File: src/rtl/operand_fetch_stage_pkg.sv
// Shared operand-fetch definitions: operand source selects (also used by
// ID decode) and the default datapath sizing.
package opfetch_pkg;

   localparam int DEF_DATA_W = 16;
   localparam int DEF_NREG   = 8;
   localparam int DEF_CTRL_W = 40;
   localparam int DEF_PC_INC = 2;
   localparam int DEF_CNT_W  = 16;

   typedef enum logic [1:0] {
      A_RA = 2'd0,
      A_RB = 2'd1,
      A_PC = 2'd2
   } src_a_sel_t;

   typedef enum logic [1:0] {
      B_REG   = 2'd0,
      B_IMM   = 2'd1,
      B_CONST = 2'd2
   } src_b_sel_t;

endpackage

File: src/rtl/operand_fetch_stage_if.sv
// Instruction bundle entering the stage (ID/RF side) and the registered
// operand bundle leaving it towards EX, each with its own valid/ready pair.
interface operand_fetch_stage_if #(
   parameter int DATA_W = 16,
   parameter int AW     = 3,
   parameter int CTRL_W = 40
);
   logic              in_valid;
   logic              in_ready;
   logic [DATA_W-1:0] in_pc;
   logic [AW-1:0]     in_ra;
   logic [AW-1:0]     in_rb;
   logic              in_use_a;
   logic              in_use_b;
   logic [1:0]        in_srcA_sel;
   logic [1:0]        in_srcB_sel;
   logic [DATA_W-1:0] in_imm;
   logic [CTRL_W-1:0] in_ctrl;

   logic              out_valid;
   logic              out_ready;
   logic [DATA_W-1:0] out_pc;
   logic [DATA_W-1:0] out_opA;
   logic [DATA_W-1:0] out_opB;
   logic [DATA_W-1:0] out_store_data;
   logic [CTRL_W-1:0] out_ctrl;

   // Driver of instructions into the stage and consumer of its results.
   modport master (
      output in_valid, in_pc, in_ra, in_rb, in_use_a, in_use_b,
             in_srcA_sel, in_srcB_sel, in_imm, in_ctrl, out_ready,
      input  in_ready, out_valid, out_pc, out_opA, out_opB,
             out_store_data, out_ctrl
   );

   // The operand-fetch stage itself.
   modport slave (
      input  in_valid, in_pc, in_ra, in_rb, in_use_a, in_use_b,
             in_srcA_sel, in_srcB_sel, in_imm, in_ctrl, out_ready,
      output in_ready, out_valid, out_pc, out_opA, out_opB,
             out_store_data, out_ctrl
   );
endinterface

File: src/rtl/operand_fetch_stage_fwd_mux.sv
// Bypass selection for one source operand: youngest producer wins.
// A load still in EX has no data yet, so it never forwards from EX.
module fwd_mux #(
   parameter int DATA_W = 16,
   parameter int AW     = 3
) (
   input  logic [AW-1:0]     rd_addr,
   input  logic [DATA_W-1:0] rf_data,
   input  logic              ex_wr_en,
   input  logic              ex_is_load,
   input  logic [AW-1:0]     ex_wr_addr,
   input  logic [DATA_W-1:0] ex_wr_data,
   input  logic              mem_wr_en,
   input  logic [AW-1:0]     mem_wr_addr,
   input  logic [DATA_W-1:0] mem_wr_data,
   input  logic              wb_wr_en,
   input  logic [AW-1:0]     wb_wr_addr,
   input  logic [DATA_W-1:0] wb_wr_data,
   output logic [DATA_W-1:0] fwd_data
);

   // Priority EX (non-load) > MEM > WB > register file.
   always_comb begin
      fwd_data = rf_data;
      if (ex_wr_en && !ex_is_load && ex_wr_addr == rd_addr)
         fwd_data = ex_wr_data;
      else if (mem_wr_en && mem_wr_addr == rd_addr)
         fwd_data = mem_wr_data;
      else if (wb_wr_en && wb_wr_addr == rd_addr)
         fwd_data = wb_wr_data;
   end

endmodule

File: src/rtl/operand_fetch_stage.sv
// Registered operand-fetch stage: RF read, EX/MEM/WB forwarding, operand
// selection, load-use stall and a valid/ready output register towards EX.
module operand_fetch_stage
   import opfetch_pkg::*;
#(
   parameter int DATA_W = DEF_DATA_W,
   parameter int NREG   = DEF_NREG,
   parameter int CTRL_W = DEF_CTRL_W,
   parameter int PC_INC = DEF_PC_INC,
   parameter int CNT_W  = DEF_CNT_W,
   parameter int AW     = $clog2(NREG)
) (
   input  logic              clk,
   input  logic              rst_n,
   input  logic              flush,
   operand_fetch_stage_if.slave bus,
   output logic [AW-1:0]     rf_raddr_a,
   output logic [AW-1:0]     rf_raddr_b,
   input  logic [DATA_W-1:0] rf_rdata_a,
   input  logic [DATA_W-1:0] rf_rdata_b,
   input  logic              ex_wr_en,
   input  logic [AW-1:0]     ex_wr_addr,
   input  logic [DATA_W-1:0] ex_wr_data,
   input  logic              ex_is_load,
   input  logic              mem_wr_en,
   input  logic [AW-1:0]     mem_wr_addr,
   input  logic [DATA_W-1:0] mem_wr_data,
   input  logic              wb_wr_en,
   input  logic [AW-1:0]     wb_wr_addr,
   input  logic [DATA_W-1:0] wb_wr_data,
   output logic [CNT_W-1:0]  stall_cnt
);

   logic [DATA_W-1:0] rf_rdata [2];
   logic [AW-1:0]     src_addr [2];
   logic [DATA_W-1:0] fwd      [2];

   logic              out_valid_reg;
   logic [DATA_W-1:0] out_pc_reg, out_opa_reg, out_opb_reg, out_store_reg;
   logic [CTRL_W-1:0] out_ctrl_reg;
   logic [CNT_W-1:0]  stall_cnt_reg;

   logic              hazard, adv, load_en;
   logic [DATA_W-1:0] opa_next, opb_next;

   assign src_addr[0] = bus.in_ra;
   assign src_addr[1] = bus.in_rb;
   assign rf_rdata[0] = rf_rdata_a;
   assign rf_rdata[1] = rf_rdata_b;
   assign rf_raddr_a  = bus.in_ra;
   assign rf_raddr_b  = bus.in_rb;

   // One bypass mux per source register.
   generate
      for (genvar gi = 0; gi < 2; gi++) begin : g_fwd
         fwd_mux #(.DATA_W(DATA_W), .AW(AW)) u_fwd_mux (
            .rd_addr     (src_addr[gi]),
            .rf_data     (rf_rdata[gi]),
            .ex_wr_en    (ex_wr_en),
            .ex_is_load  (ex_is_load),
            .ex_wr_addr  (ex_wr_addr),
            .ex_wr_data  (ex_wr_data),
            .mem_wr_en   (mem_wr_en),
            .mem_wr_addr (mem_wr_addr),
            .mem_wr_data (mem_wr_data),
            .wb_wr_en    (wb_wr_en),
            .wb_wr_addr  (wb_wr_addr),
            .wb_wr_data  (wb_wr_data),
            .fwd_data    (fwd[gi])
         );
      end
   endgenerate

   // Load-use hazard only counts for sources the instruction really reads.
   assign hazard = bus.in_valid && ex_wr_en && ex_is_load &&
                   ((bus.in_use_a && ex_wr_addr == bus.in_ra) ||
                    (bus.in_use_b && ex_wr_addr == bus.in_rb));
   assign adv          = !out_valid_reg || bus.out_ready;
   assign bus.in_ready = rst_n && !flush && adv && !hazard;
   assign load_en      = adv && bus.in_valid && !hazard;

   // Operand selection; unused encodings yield zero.
   always_comb begin
      opa_next = '0;
      opb_next = '0;
      case (bus.in_srcA_sel)
         A_RA:    opa_next = fwd[0];
         A_RB:    opa_next = fwd[1];
         A_PC:    opa_next = bus.in_pc;
         default: opa_next = '0;
      endcase
      case (bus.in_srcB_sel)
         B_REG:   opb_next = fwd[1];
         B_IMM:   opb_next = bus.in_imm;
         B_CONST: opb_next = DATA_W'(PC_INC);
         default: opb_next = '0;
      endcase
   end

   // Output register: flush kills, accept loads, idle drains, backpressure holds.
   always_ff @(posedge clk) begin
      if (!rst_n) begin
         out_valid_reg <= 1'b0;
         out_pc_reg    <= '0;
         out_opa_reg   <= '0;
         out_opb_reg   <= '0;
         out_store_reg <= '0;
         out_ctrl_reg  <= '0;
      end else if (flush) begin
         out_valid_reg <= 1'b0;
      end else if (load_en) begin
         out_valid_reg <= 1'b1;
         out_pc_reg    <= bus.in_pc;
         out_opa_reg   <= opa_next;
         out_opb_reg   <= opb_next;
         out_store_reg <= fwd[0];
         out_ctrl_reg  <= bus.in_ctrl;
      end else if (adv) begin
         out_valid_reg <= 1'b0;
      end
   end

   // Saturating count of cycles lost to load-use stalls.
   always_ff @(posedge clk) begin
      if (!rst_n)
         stall_cnt_reg <= '0;
      else if (hazard && adv && !flush && stall_cnt_reg != '1)
         stall_cnt_reg <= stall_cnt_reg + 1'b1;
   end

   assign bus.out_valid      = out_valid_reg;
   assign bus.out_pc         = out_pc_reg;
   assign bus.out_opA        = out_opa_reg;
   assign bus.out_opB        = out_opb_reg;
   assign bus.out_store_data = out_store_reg;
   assign bus.out_ctrl       = out_ctrl_reg;
   assign stall_cnt          = stall_cnt_reg;

endmodule

File: src/flat_wrapper.sv
// flat-port wrapper written by rule: the top's interface ports become plain ports
module operand_fetch_stage_flat import opfetch_pkg::*;
#(
   parameter int DATA_W = DEF_DATA_W,
   parameter int NREG   = DEF_NREG,
   parameter int CTRL_W = DEF_CTRL_W,
   parameter int PC_INC = DEF_PC_INC,
   parameter int CNT_W  = DEF_CNT_W,
   parameter int AW     = $clog2(NREG)
)
  (clk, rst_n, flush, rf_raddr_a, rf_raddr_b, rf_rdata_a, rf_rdata_b, ex_wr_en, ex_wr_addr, ex_wr_data, ex_is_load, mem_wr_en, mem_wr_addr, mem_wr_data, wb_wr_en, wb_wr_addr, wb_wr_data, stall_cnt, bus_in_valid, bus_in_pc, bus_in_ra, bus_in_rb, bus_in_use_a, bus_in_use_b, bus_in_srcA_sel, bus_in_srcB_sel, bus_in_imm, bus_in_ctrl, bus_out_ready, bus_in_ready, bus_out_valid, bus_out_pc, bus_out_opA, bus_out_opB, bus_out_store_data, bus_out_ctrl);
  operand_fetch_stage_if #(.DATA_W(DATA_W), .AW(AW), .CTRL_W(CTRL_W)) bus_i ();
  input  logic clk;
  input  logic rst_n;
  input  logic flush;
  output logic [AW-1:0] rf_raddr_a;
  output logic [AW-1:0] rf_raddr_b;
  input  logic [DATA_W-1:0] rf_rdata_a;
  input  logic [DATA_W-1:0] rf_rdata_b;
  input  logic ex_wr_en;
  input  logic [AW-1:0] ex_wr_addr;
  input  logic [DATA_W-1:0] ex_wr_data;
  input  logic ex_is_load;
  input  logic mem_wr_en;
  input  logic [AW-1:0] mem_wr_addr;
  input  logic [DATA_W-1:0] mem_wr_data;
  input  logic wb_wr_en;
  input  logic [AW-1:0] wb_wr_addr;
  input  logic [DATA_W-1:0] wb_wr_data;
  output logic [CNT_W-1:0] stall_cnt;
  input wire logic [$bits(bus_i.in_valid)-1:0] bus_in_valid;
  input wire logic [$bits(bus_i.in_pc)-1:0] bus_in_pc;
  input wire logic [$bits(bus_i.in_ra)-1:0] bus_in_ra;
  input wire logic [$bits(bus_i.in_rb)-1:0] bus_in_rb;
  input wire logic [$bits(bus_i.in_use_a)-1:0] bus_in_use_a;
  input wire logic [$bits(bus_i.in_use_b)-1:0] bus_in_use_b;
  input wire logic [$bits(bus_i.in_srcA_sel)-1:0] bus_in_srcA_sel;
  input wire logic [$bits(bus_i.in_srcB_sel)-1:0] bus_in_srcB_sel;
  input wire logic [$bits(bus_i.in_imm)-1:0] bus_in_imm;
  input wire logic [$bits(bus_i.in_ctrl)-1:0] bus_in_ctrl;
  input wire logic [$bits(bus_i.out_ready)-1:0] bus_out_ready;
  output wire logic [$bits(bus_i.in_ready)-1:0] bus_in_ready;
  output wire logic [$bits(bus_i.out_valid)-1:0] bus_out_valid;
  output wire logic [$bits(bus_i.out_pc)-1:0] bus_out_pc;
  output wire logic [$bits(bus_i.out_opA)-1:0] bus_out_opA;
  output wire logic [$bits(bus_i.out_opB)-1:0] bus_out_opB;
  output wire logic [$bits(bus_i.out_store_data)-1:0] bus_out_store_data;
  output wire logic [$bits(bus_i.out_ctrl)-1:0] bus_out_ctrl;
  assign bus_i.in_valid = bus_in_valid;
  assign bus_i.in_pc = bus_in_pc;
  assign bus_i.in_ra = bus_in_ra;
  assign bus_i.in_rb = bus_in_rb;
  assign bus_i.in_use_a = bus_in_use_a;
  assign bus_i.in_use_b = bus_in_use_b;
  assign bus_i.in_srcA_sel = bus_in_srcA_sel;
  assign bus_i.in_srcB_sel = bus_in_srcB_sel;
  assign bus_i.in_imm = bus_in_imm;
  assign bus_i.in_ctrl = bus_in_ctrl;
  assign bus_i.out_ready = bus_out_ready;
  assign bus_in_ready = bus_i.in_ready;
  assign bus_out_valid = bus_i.out_valid;
  assign bus_out_pc = bus_i.out_pc;
  assign bus_out_opA = bus_i.out_opA;
  assign bus_out_opB = bus_i.out_opB;
  assign bus_out_store_data = bus_i.out_store_data;
  assign bus_out_ctrl = bus_i.out_ctrl;
  operand_fetch_stage #(.DATA_W(DATA_W), .NREG(NREG), .CTRL_W(CTRL_W), .PC_INC(PC_INC), .CNT_W(CNT_W), .AW(AW)) u_core (.clk(clk), .rst_n(rst_n), .flush(flush), .bus(bus_i), .rf_raddr_a(rf_raddr_a), .rf_raddr_b(rf_raddr_b), .rf_rdata_a(rf_rdata_a), .rf_rdata_b(rf_rdata_b), .ex_wr_en(ex_wr_en), .ex_wr_addr(ex_wr_addr), .ex_wr_data(ex_wr_data), .ex_is_load(ex_is_load), .mem_wr_en(mem_wr_en), .mem_wr_addr(mem_wr_addr), .mem_wr_data(mem_wr_data), .wb_wr_en(wb_wr_en), .wb_wr_addr(wb_wr_addr), .wb_wr_data(wb_wr_data), .stall_cnt(stall_cnt));
endmodule
File: config.mk
export PLATFORM = sky130hd
export DESIGN_NAME = operand_fetch_stage_flat
export DESIGN_NICKNAME = d
export VERILOG_FILES = /design/src/rtl/operand_fetch_stage_pkg.sv /design/src/rtl/operand_fetch_stage_if.sv /design/src/rtl/operand_fetch_stage_fwd_mux.sv /design/src/rtl/operand_fetch_stage.sv /design/src/flat_wrapper.sv
export SDC_FILE = /design/constraint.sdc
export NUM_CORES = 1
export LEC_CHECK = 0
export CAP_MARGIN = 10
export CELL_PAD_IN_SITES_DETAIL_PLACEMENT = 2
export CELL_PAD_IN_SITES_GLOBAL_PLACEMENT = 2
export CORE_MARGIN = 5
export CORE_UTILIZATION = 22
export CTS_CLUSTER_SIZE = 40
export DETAILED_ROUTE_END_ITERATION = 8
export PLACE_DENSITY = 0.82
export SLEW_MARGIN = 5
export SYNTH_ARGS = -nofsm -noshare
export SYNTH_HDL_FRONTEND = slang
export SYNTH_SLANG_ARGS = --single-unit
File: constraint.sdc
create_clock -name clk -period 2.8 [get_ports clk]
set_input_delay 0.7 -clock clk [delete_from_list [all_inputs] [get_ports clk]]
set_output_delay 0.7 -clock clk [all_outputs]
set_load 0.02 [all_outputs]
==> implementation parameters <==
Parameter                              Value

Critical path
  WP depth ... 6
  Crit path capture type ... output port
  Path type of the worst setup path ... in -> out
  Crit path max fanout ... 2
  R2R depth ... 8
  Startpoint types ... input pin
  Req. time, crit path ... 2.10 ns
  Cell type group with the largest total delay on the critical path ... simple AND/OR/NAND/NOR gates
  Data arrival time of the worst path ... 2.12 ns
  Worst stage delay on the critical path ... 0.58 ns
  Cells along the critical path ... dlygate4sd2_1 -> xor2_1 -> or4b_4 -> a21oi_4 -> nor2_2 -> buf_4
  Slowest stage cell, crit path ... sky130_fd_sc_hd__or4b_4
  Count of buffering cells on the critical path with inverters included ... 2

Clock tree
  Cts bufs inserted ... 17
  Clock tree from TritonCTS ... done
  Source-to-sink clock delay at the later pin of the worst-skew pair ... 0.42 ns
  Clock-pin slew reported for the worst setup and hold paths after clock tree synthesis ... 0.07 ns
  Level count of the clock H-tree ... 4
  Number of buffers on the longest clock path ... 2
  # clock sinks ... 121
  CTS Hold Bufs ... 0
  Clock Root Buffer ... sky130_fd_sc_hd__clkbuf_16

Synth
  Number of register bits inferred by synthesis ... 121
  Dominant cell by count in the synthesized netlist ... sky130_fd_sc_hd__nand2_1
  Synthesized netlist cell count ... 812
  Post-synthesis cell type count ... 57
  Yosys synthesis warning count ... 0
  Netlist Area Pre-Place ... 6420 um^2
  Top cells by area in the synthesized netlist ... sky130_fd_sc_hd__dfxtp_1 (38%), sky130_fd_sc_hd__nand2_1 (10%), sky130_fd_sc_hd__a21oi_1 (6.5%), sky130_fd_sc_hd__o21ai_0 (4.4%), sky130_fd_sc_hd__mux2i_1 (4.2%)
  Fraction of synthesized cell area taken by the top area cell type ... 0.377
  Primary flip-flop cell chosen by synthesis mapping ... sky130_fd_sc_hd__dfxtp_1
  Per-instance average area after synthesis ... 7.91 um^2
  Number of synthesized flops with an enable pin ... 0
  Commonest cells in the synthesized netlist ... sky130_fd_sc_hd__nand2_1 (172), sky130_fd_sc_hd__dfxtp_1 (121), sky130_fd_sc_hd__a21oi_1 (84)
  Part of the Yosys area used for sequential elements ... 0.377
  Post-synth top area cell ... sky130_fd_sc_hd__dfxtp_1
  Syn Nets ... 995
  Share of synthesized registers carrying an async set or reset ... 0

Timing
  Final number of setup-violating endpoints ... 1
  Hold Slack ... 0.456 ns
  Final worst-path cycle share ... 1.01
  RSZ-0062 raised after global routing ... yes
  Fmax ... 355 MHz
  Hold violation count in the final report ... 0
  Slew at the pin with the worst max-slew slack ... 0.912 ns
  Final max-slew violation count ... 0
  Final worst-path setup slack ... -0.0162 ns
  Period minus WS final ... 2.82 ns
  Headroom to the max-slew limit ... 0.391
  Worst Skew ... 0.0125 ns

Finish
  Filler cell count in the final layout ... 3,207
  Max reg flops ... 40
  Fraction of layout instances using a drive strength above 1 ... 0.137
  # nets final ... 1,342
  Syn-to-layout area delta ... 74.4%

Global route
  Global-route wire length before repair ... 53.1 mm
  Initial antenna violation count ... 1
  GRT Max-Usage Layer ... met2
  Global-route met2 utilization ... 0.359
  Met1 track demand over resource ... 0.254
  Remaining global-route overflow ... 0
  Maximum number of pins on one net before global-route repair ... 62
  Number of global-route vias before repair ... 8,565
  GR Util met3 ... 0.0601
  Global-route usage over all layers ... 0.207

Power
  Internal Power ... 3880 uW
  Sequential Power Share ... 0.331
  Power after layout ... 5560 uW
  Static Leak ... 0.00420 uW
  Worst voltage drop across the vdd grid ... 287 uV
  Portion of total power attributed to combinational logic ... 0.230
  Net Switching ... 1680 uW
  Clock Power Share ... 0.439
  Pwr per Cell Area ... 497 nW/um^2
  Switching share of power ... 0.302

Route
  DRC marker count from the first detailed-route iteration ... 363
  Pre-antenna DRT Iters ... 4
  Number of vias after detailed routing ... 7,630
  DR WL/cell ... 22.5 um
  Number of vias per cell ... 4.90
  Total Wirelength ... 35.0 mm
  Number of DRC violations after detailed routing ... 0
  Post-DRT Antenna Nets ... 0

Min path
  Class of the worst hold path ... reg -> reg
  Hold Crit Depth ... 2

Floorplanning
  Horizontal die dimension ... 181 um
  Number of rows created at floorplan ... 62
  Chip height ... 181 um
  Core Footprint ... 28,800 um^2
  Die ar. ... 32,700 um^2
  Count of boundary I/O pins ... 310
  Initial Utilization ... 0.223

Run status
  Failing checks ... negative setup slack
  Outcome ... finished with violations

Place
  RePlAce Congestion ... 0.813
  # port buffers ... 309
  HPWL after detailed placement ... 27.7 mm

Run
  Number of maximum-capacitance violations ... 0
layout by cell type (no fill, tap or decap), drive strengths merged, types with 17 or more instances in the layout:
master           n
o21ai           62
nand2          172
a21oi           85
mux2i           27
clkdlybuf4s50  298
nand3b          17
dfxtp          121
nor2            40
clkbuf          17
a211oi          17
nand3           18
buf             90
nor4            17
xor2            22
through the flow:
stage / std cells / setup TNS, ns / utilization / cell area, um^2 / setup slack (ns)
after floorplan: 812 / 0 / - / 6420 / 0.261
after global placement: 1520 / -24.75 / 0.366 / 10500 / -0.570
after detailed placement: 1520 / -32.72 / 0.366 / 10500 / -0.605
after CTS: 1555 / -0.0147 / 0.388 / 11200 / -0.0147
after global routing: 1557 / -0.0470 / 0.389 / 11200 / -0.0470
final: 1557 / -0.0162 / 0.389 / 11200 / -0.0162
kinds of logic (layout without fill, tap and decap cells):
logic type | after synthesis | after routing | synth area share
AO/OA/AOI/OAI | 237 | 237 | 0.244
XOR/XNOR | 35 | 35 | 0.0477
adder cells (fa/ha/maj) | 1 | 1 | 0.00195
buffers and inverters | 76 | 436 | 0.0520
flip-flops | 121 | 121 | 0.377
multiplexers | 34 | 34 | 0.0544
other | 0 | 1 | 0
AND/OR/NAND/NOR | 308 | 308 | 0.222
worst paths after layout:
path | endpoint | startpoint | slack (ns)
worst min-delay path | u_core.bus.out_ctrl[22] | u_core.bus.out_ctrl[22] | 0.46
worst max-delay path | bus_in_ready | bus_in_ra[2] | -0.02
worst min register to register | u_core.bus.out_ctrl[22] | u_core.bus.out_ctrl[22] | 0.46
worst max register to register | u_core.bus.out_opA[11] | u_core.bus.out_valid | 0.80
timing repair:
item / 4_1_cts / 5_1_grt
pin swaps: 5 / 1
setup endpoints to repair: 15 / 16
gates resized for setup: 17 / 2
buffers inserted: 3 / 1
per-layer routing:
metal	wire length, um	vias up
li1	-	3590
met1	15300	3776
met2	17100	236
met3	2110	28
met4	505	0
met5	0	-
power by group through the flow:
stage                     logic [uW]  registers (uW)  clock network, uW
final                           1280            1840               2440
after global routing            1360            1850               2580
after CTS                       1280            1840               2500
after detailed placement        1270            1880                  0
after global placement          1240            1870                  0
after floorplan                  424            1960                  0
final cells by class:
class / count / area (um^2) / share of cell area
well taps: 384 / 480 / 0.0429
diodes: 1 / 2.50 / 0.000224
clock buffers: 17 / 425 / 0.0380
flip-flops and latches: 121 / 2420 / 0.216
multi-input cells: 615 / 3710 / 0.332
repair buffers: 398 / 3930 / 0.351
clock inverters: 15 / 204 / 0.0182
inverters: 6 / 22.5 / 0.00201
worst reg2reg max path, stage by stage, from the launching register on:
cell                      delay (ns)
sky130_fd_sc_hd__dfxtp_1        0.31
sky130_fd_sc_hd__nor2b_1        0.15
sky130_fd_sc_hd__nor2_1         0.14
sky130_fd_sc_hd__buf_4          0.15
sky130_fd_sc_hd__nand2_1        0.09
sky130_fd_sc_hd__nor2_4         0.41
sky130_fd_sc_hd__nor2_2         0.10
sky130_fd_sc_hd__buf_12         0.18
sky130_fd_sc_hd__a221o_1        0.36
(Power assumes the default switching activity.)
